## config.mk

```make
export PLATFORM = sky130hd
export DESIGN_NAME = meas_gate_ctrl_flat
export DESIGN_NICKNAME = d
export VERILOG_FILES = /design/src/rtl/meas_gate_ctrl_if.sv /design/src/rtl/meas_gate_ctrl.sv /design/src/flat_wrapper.sv
export SDC_FILE = /design/constraint.sdc
export NUM_CORES = 1
export LEC_CHECK = 0
export CORE_MARGIN = 2
export CORE_UTILIZATION = 55
export DETAILED_ROUTE_END_ITERATION = 6
export GPL_TIMING_DRIVEN = 0
export HOLD_SLACK_MARGIN = 0.15
export PLACE_DENSITY = 0.8
export SYNTH_ARGS = -nofsm -noshare
export SYNTH_HDL_FRONTEND = slang
export SYNTH_SLANG_ARGS = --single-unit
```

## constraint.sdc

```tcl
create_clock -name clk -period 2.3 [get_ports clk]
set_input_delay 0.345 -clock clk [delete_from_list [all_inputs] [get_ports clk]]
set_output_delay 0.345 -clock clk [all_outputs]
set_load 0.02 [all_outputs]
```

## src/rtl/meas_gate_ctrl_if.sv

```systemverilog
// Control/status bundle between the measurement sequencer and the gate controller.
// The master drives the measured signals and requests; the slave returns counter controls.
interface meas_gate_ctrl_if;
    logic ina_in;
    logic inb_in;
    logic start;
    logic cont_mode;
    logic cnt_en;
    logic or_en;
    logic cnt_clr;
    logic up_data;
    logic q_up;
    logic busy;
    logic done;
    logic timeout_flag;

    modport master (
        output ina_in, inb_in, start, cont_mode,
        input  cnt_en, or_en, cnt_clr, up_data, q_up, busy, done, timeout_flag
    );

    modport slave (
        input  ina_in, inb_in, start, cont_mode,
        output cnt_en, or_en, cnt_clr, up_data, q_up, busy, done, timeout_flag
    );
endinterface

```

## src/rtl/meas_gate_ctrl.sv

```systemverilog
// Gate-timing controller for the equal-precision counter: opens and closes the counting
// gate on synchronised rising edges of A, with timeout and single/continuous operation.
module meas_gate_ctrl #(
    parameter int unsigned GATE_CYCLES    = 50_000_000,
    parameter int unsigned TIMEOUT_CYCLES = 100_000_000,
    parameter int unsigned CNT_W          = 32
) (
    input  logic            clk,
    input  logic            rst_n,
    meas_gate_ctrl_if.slave bus
);
    localparam logic [CNT_W-1:0] GATE_LAST = CNT_W'(GATE_CYCLES - 1);
    localparam logic [CNT_W-1:0] TO_LAST   = CNT_W'(TIMEOUT_CYCLES - 1);
    localparam logic [CNT_W-1:0] CNT_ONE   = CNT_W'(1);

    typedef enum logic [3:0] {
        ST_IDLE,
        ST_CLR,
        ST_ARM,
        ST_GATE,
        ST_WAIT,
        ST_SETTLE,
        ST_UPD,
        ST_TOUT,
        ST_HOLD
    } state_t;

    state_t           state_q, state_d;
    logic [1:0]       sync_meta_q;
    logic [1:0]       sync_q;
    logic             ina_d_q;
    logic [CNT_W-1:0] gate_cnt_q, gate_cnt_d;
    logic [CNT_W-1:0] to_cnt_q, to_cnt_d;
    logic [1:0]       sub_cnt_q, sub_cnt_d;
    logic             timeout_flag_q, timeout_flag_d;
    logic             cnt_en_q, cnt_en_d;
    logic             or_en_q, or_en_d;
    logic             cnt_clr_q, cnt_clr_d;
    logic             up_data_q, up_data_d;
    logic             q_up_q, q_up_d;
    logic             busy_q, busy_d;
    logic             done_q, done_d;

    logic ina_s;
    logic inb_s;
    logic rise_a;

    assign ina_s  = sync_q[0];
    assign inb_s  = sync_q[1];
    assign rise_a = ina_s & ~ina_d_q;

    always_comb begin
        state_d        = state_q;
        gate_cnt_d     = gate_cnt_q;
        to_cnt_d       = to_cnt_q;
        timeout_flag_d = timeout_flag_q;

        case (state_q)
            ST_IDLE: begin
                if (bus.start) state_d = ST_CLR;
            end
            ST_CLR: begin
                gate_cnt_d = '0;
                to_cnt_d   = '0;
                state_d    = ST_ARM;
            end
            ST_ARM: begin
                to_cnt_d = to_cnt_q + CNT_ONE;
                if (rise_a)                    state_d = ST_GATE;
                else if (to_cnt_q == TO_LAST)  state_d = ST_TOUT;
            end
            ST_GATE: begin
                gate_cnt_d = gate_cnt_q + CNT_ONE;
                // An A edge landing on the last minimum-gate cycle closes the gate right away,
                // so a period that divides GATE_CYCLES gives exactly GATE_CYCLES.
                if (gate_cnt_q == GATE_LAST) begin
                    to_cnt_d = '0;
                    state_d  = rise_a ? ST_SETTLE : ST_WAIT;
                end
            end
            ST_WAIT: begin
                to_cnt_d = to_cnt_q + CNT_ONE;
                if (rise_a)                    state_d = ST_SETTLE;
                else if (to_cnt_q == TO_LAST)  state_d = ST_TOUT;
            end
            ST_SETTLE: begin
                if (sub_cnt_q == 2'd1) state_d = ST_UPD;
            end
            ST_UPD:  state_d = ST_HOLD;
            ST_TOUT: state_d = ST_HOLD;
            ST_HOLD: begin
                if (sub_cnt_q == 2'd2) state_d = bus.cont_mode ? ST_CLR : ST_IDLE;
            end
            default: state_d = ST_IDLE;
        endcase

        // Dwell counter for SETTLE/HOLD restarts on every state change.
        sub_cnt_d = (state_d == state_q) ? sub_cnt_q + 2'd1 : 2'd0;

        if (state_d == ST_CLR)       timeout_flag_d = 1'b0;
        else if (state_d == ST_TOUT) timeout_flag_d = 1'b1;

        cnt_en_d  = (state_d == ST_GATE) || (state_d == ST_WAIT);
        or_en_d   = cnt_en_d & (ina_s ^ inb_s);
        cnt_clr_d = (state_d == ST_CLR);
        up_data_d = (state_d == ST_UPD);
        q_up_d    = (state_d == ST_TOUT);
        busy_d    = (state_d != ST_IDLE);
        done_d    = (state_d == ST_HOLD) && (sub_cnt_d == 2'd2);
    end

    always_ff @(posedge clk or negedge rst_n) begin
        if (!rst_n) begin
            state_q        <= ST_IDLE;
            sync_meta_q    <= 2'b00;
            sync_q         <= 2'b00;
            ina_d_q        <= 1'b0;
            gate_cnt_q     <= '0;
            to_cnt_q       <= '0;
            sub_cnt_q      <= 2'd0;
            timeout_flag_q <= 1'b0;
            cnt_en_q       <= 1'b0;
            or_en_q        <= 1'b0;
            cnt_clr_q      <= 1'b0;
            up_data_q      <= 1'b0;
            q_up_q         <= 1'b0;
            busy_q         <= 1'b0;
            done_q         <= 1'b0;
        end else begin
            state_q        <= state_d;
            sync_meta_q    <= {bus.inb_in, bus.ina_in};
            sync_q         <= sync_meta_q;
            ina_d_q        <= ina_s;
            gate_cnt_q     <= gate_cnt_d;
            to_cnt_q       <= to_cnt_d;
            sub_cnt_q      <= sub_cnt_d;
            timeout_flag_q <= timeout_flag_d;
            cnt_en_q       <= cnt_en_d;
            or_en_q        <= or_en_d;
            cnt_clr_q      <= cnt_clr_d;
            up_data_q      <= up_data_d;
            q_up_q         <= q_up_d;
            busy_q         <= busy_d;
            done_q         <= done_d;
        end
    end

    assign bus.cnt_en       = cnt_en_q;
    assign bus.or_en        = or_en_q;
    assign bus.cnt_clr      = cnt_clr_q;
    assign bus.up_data      = up_data_q;
    assign bus.q_up         = q_up_q;
    assign bus.busy         = busy_q;
    assign bus.done         = done_q;
    assign bus.timeout_flag = timeout_flag_q;
endmodule

```

## src/flat_wrapper.sv

```systemverilog
// flat-port wrapper written by rule: the top's interface ports become plain ports
module meas_gate_ctrl_flat 
#(
    parameter int unsigned GATE_CYCLES    = 50_000_000,
    parameter int unsigned TIMEOUT_CYCLES = 100_000_000,
    parameter int unsigned CNT_W          = 32
)
  (clk, rst_n, bus_ina_in, bus_inb_in, bus_start, bus_cont_mode, bus_cnt_en, bus_or_en, bus_cnt_clr, bus_up_data, bus_q_up, bus_busy, bus_done, bus_timeout_flag);
  meas_gate_ctrl_if bus_i ();
  input  logic clk;
  input  logic rst_n;
  input wire logic [$bits(bus_i.ina_in)-1:0] bus_ina_in;
  input wire logic [$bits(bus_i.inb_in)-1:0] bus_inb_in;
  input wire logic [$bits(bus_i.start)-1:0] bus_start;
  input wire logic [$bits(bus_i.cont_mode)-1:0] bus_cont_mode;
  output wire logic [$bits(bus_i.cnt_en)-1:0] bus_cnt_en;
  output wire logic [$bits(bus_i.or_en)-1:0] bus_or_en;
  output wire logic [$bits(bus_i.cnt_clr)-1:0] bus_cnt_clr;
  output wire logic [$bits(bus_i.up_data)-1:0] bus_up_data;
  output wire logic [$bits(bus_i.q_up)-1:0] bus_q_up;
  output wire logic [$bits(bus_i.busy)-1:0] bus_busy;
  output wire logic [$bits(bus_i.done)-1:0] bus_done;
  output wire logic [$bits(bus_i.timeout_flag)-1:0] bus_timeout_flag;
  assign bus_i.ina_in = bus_ina_in;
  assign bus_i.inb_in = bus_inb_in;
  assign bus_i.start = bus_start;
  assign bus_i.cont_mode = bus_cont_mode;
  assign bus_cnt_en = bus_i.cnt_en;
  assign bus_or_en = bus_i.or_en;
  assign bus_cnt_clr = bus_i.cnt_clr;
  assign bus_up_data = bus_i.up_data;
  assign bus_q_up = bus_i.q_up;
  assign bus_busy = bus_i.busy;
  assign bus_done = bus_i.done;
  assign bus_timeout_flag = bus_i.timeout_flag;
  meas_gate_ctrl #(.GATE_CYCLES(GATE_CYCLES), .TIMEOUT_CYCLES(TIMEOUT_CYCLES), .CNT_W(CNT_W)) u_core (.clk(clk), .rst_n(rst_n), .bus(bus_i));
endmodule
```

==> metrics <==
Die Wd 94.3 microns; asr flop ratio synth 1.00; # IOs 14; shortest period the worst path allows 2.37 ns; final slew viol count 0; initial antenna violation count 0; headroom to the max-slew limit 0.627; clk buf depth 2; Synth Instances between 500 and 600; Remaining Overflow, GRT 0; Worst path max stage delay 0.43 ns; GPL Wtd Cong 0.856; PD cells 601 nW/um^2; Reg2Reg Launch Point u_core.to_cnt_q[8]$_DFFE_PN0P_; number of library cell types mapped by synthesis 57; die area 8890 sq um; largest net degree at the start of global routing 68; drt wl/cell 16.8 microns; RSZ-0062 raised after global routing yes; first-pass GRT wire length roughly 18000 microns; worst skew pair latency 0.37 ns; drt first pass iters 5; family with the most delay on the worst path simple AND/OR/NAND/NOR gates; total clock sinks 83; IR drop worst, VDD between 300 and 400 uV; DR iter-0 viols 366; most frequent cells in the layout dfrtp_1, nand2_1, nor2_1, o21ai_0, nand3_1; Setup CP Type flop to flop; vias 4156; crit start category flop; Cells after DPL 620; Post-Layout Cell Count 661; Worst R2R Path Depth 9; hold_ws 0.354 ns; area occupied by multi-input gates 2540 sq um; failing checks negative setup slack; Post-Syn Area per Cell around 8.9 sq um; Net Count, Synth 514; Die Ht 94.3 microns; FP Rows 32; Storage cell area around 2100 sq um; setup TNS -0.402 ns; routed wire length between 10000 and 15000 microns; clk_skew about 0.020 ns; Top FF cell, synth dfrtp_1; period utilization 1.03; crit end category flop; Clock Pin Slew Worst Setup and Hold Paths around 0.10 ns; hold path endpoint u_core.sync_q[1]$_DFF_PN0_; PnR worst setup slack -0.0667 ns; capture point of the worst reg-to-reg path u_core.to_cnt_q[23]$_DFFE_PN0P_; H-tree levels 3; Post-Syn Area 4490 sq um; critical-path maximum fanout 9; Leakage 2.34 nW; Finish-stage setup viols 11; DP HPWL a little under 7000 microns; number of port buffers 13; Area Overhead vs Synth 22.7%; clock buffer count from CTS 9; status finished, violations left; layout cell share with drive strength beyond 1 0.220; # fillers 552; Warnings, synthesis 0; fraction of the yosys area taken by sequential cells 0.463; WP buf/inv 3; diodes inserted 0; number of enable flip-flop cells after synthesis 0; critical path arrival 2.66 ns; Clk Tree Root Cell clkbuf_8; Vias/cell 6.29; Hold Path Origin u_core.sync_meta_q[1]$_DFF_PN0_; nets roughly 560; commonest non-fill, non-tap cell in the layout dfrtp_1; post-synthesis register bit count 83; Post-DRT Antenna Nets 0; total power between 3 and 4 mW; Core Area between 7000 and 8000 sq um; worst slew pin tran 0.558 ns; vias in the first global route between 3000 and 4000; Required @ worst endpoint 2.59 ns; flop-to-flop setup slack -0.07 ns; Hold Path Depth 0; Hold WC Path Type flop to flop; max cap viols 0; Max Freq 0.423 GHz; Most Frequent Cell on Critical Path buf_4; CTS tree yes; critical-path cell list buf_4 -> nand2_1 -> nor4_4 -> and4_1 -> clkbuf_4 -> o211ai_1 -> buf_4 -> or3_4 -> a21oi_2; Starting Density 0.575; Final Hold Viols 0; Tot GR Track Use 0.255; Residual DRC 0; slowest stage cell, crit path dfrtp_1
[logic make-up (layout without fill, tap and decap cells)]
group | after synthesis | count (layout) | share of synthesized area
multiplexers | 18 | 18 | 0.0416
AO/OA/AOI/OAI | 104 | 104 | 0.141
XOR/XNOR | 15 | 15 | 0.0293
AND/OR/NAND/NOR | 241 | 241 | 0.279
adder cells (fa/ha/maj) | 4 | 4 | 0.0112
flip-flops | 83 | 83 | 0.463
buffers and inverters | 39 | 94 | 0.0340
[metrics by stage]
step                       util  area (sq um)  worst slack [ns]
final                     0.705          5500           -0.0667
after floorplan               -          4490           0.00706
after detailed placement  0.611          4770            -0.408
after global placement    0.608          4740             -2.06
after global routing      0.705          5500            -0.158
after CTS                 0.671          5240           -0.0519
[registers in the layout, indices dropped and copies added (netlist names), 2 cells and up]
| signal | count |
|---|---|
| u_core.sub_cnt_q | 2 |
| u_core.to_cnt_q | 32 |
| u_core.state_q | 4 |
| u_core.sync_q | 2 |
| u_core.gate_cnt_q | 32 |
| u_core.sync_meta_q | 2 |
[worst reg2reg max path, stage by stage, from the launching register on]
cell      delay (ns)
dfrtp_1         0.43
buf_4           0.16
nand2_1         0.10
nor4_4          0.35
and4_1          0.23
clkbuf_4        0.19
o211ai_1        0.18
buf_4           0.22
or3_4           0.33
a21oi_2         0.11
[how the worst max path moves through the flow]
stage / from / end / depth (start not counted)
after floorplan: u_core.to_cnt_q[0]$_DFFE_PN0P_ / u_core.bus.or_en$_DFF_PN0_ / 8
after global placement: rst_n / u_core.to_cnt_q[1]$_DFFE_PN0P_ / 1
after detailed placement: u_core.state_q[3]$_DFF_PN0_ / u_core.to_cnt_q[6]$_DFFE_PN0P_ / 7
after CTS: u_core.gate_cnt_q[24]$_DFFE_PN0P_ / u_core.bus.or_en$_DFF_PN0_ / 8
after global routing: u_core.gate_cnt_q[0]$_DFFE_PN0P_ / u_core.gate_cnt_q[29]$_DFFE_PN0P_ / 9
final: u_core.to_cnt_q[8]$_DFFE_PN0P_ / u_core.to_cnt_q[23]$_DFFE_PN0P_ / 9
[Yosys cell counts, drive strengths merged, types with 3 or more instances]
library cell | number | share of area
o21ai | 54 | 0.060
clkbuf | 18 | 0.015
inv | 15 | 0.013
nand2 | 64 | 0.054
dfrtp | 83 | 0.46
xnor2 | 7 | 0.014
and2 | 6 | 0.0089
and4 | 8 | 0.016
a22o | 11 | 0.021
a21oi | 17 | 0.019
nor4 | 11 | 0.020
or3 | 9 | 0.014
nand4 | 14 | 0.020
ha | 4 | 0.011
nor4b | 3 | 0.0059
nor2 | 54 | 0.045
nor3 | 16 | 0.021
nor3b | 4 | 0.0078
buf | 6 | 0.0061
xor2 | 8 | 0.016
and3 | 7 | 0.0098
nand3 | 31 | 0.035
or4 | 4 | 0.0075
mux2i | 16 | 0.036
o41ai | 3 | 0.0059
a31oi | 4 | 0.0056
[timing repair]
item                                    in CTS  in global routing
buffers inserted                            14                 11
hold buffers                                 1                  0
pin swaps                                   20                 18
endpoints found under the hold margin       16                  0
endpoints found under the setup margin      61                 52
gates resized for setup                     36                 57
gates cloned                                 1                  1
[power by group]
part	internal [mW]	switching [mW]	total, mW
Combinational	0.238	0.228	0.465
Clock	0.521	0.604	1.12
Sequential	1.57	0.147	1.72
[final cells by class]
type / instances / share of cell area
Tap cell: 102 / 0.0232
Clock buffer: 9 / 0.0225
Buffer: 21 / 0.0193
Sequential cell: 83 / 0.380
Timing Repair Buffer: 42 / 0.0671
Inverter: 15 / 0.0102
Clock inverter: 7 / 0.0150
Multi-Input combinational cell: 382 / 0.462
[layer usage]
metal	track usage	wire, microns	vias up
met4	0.101	277	0
met1	0.352	4810	1982
met2	0.401	5190	218
li1	-	-	1916
met3	0.0465	858	40
met5	0	0	-
Power figures use the tool's default switching activity.
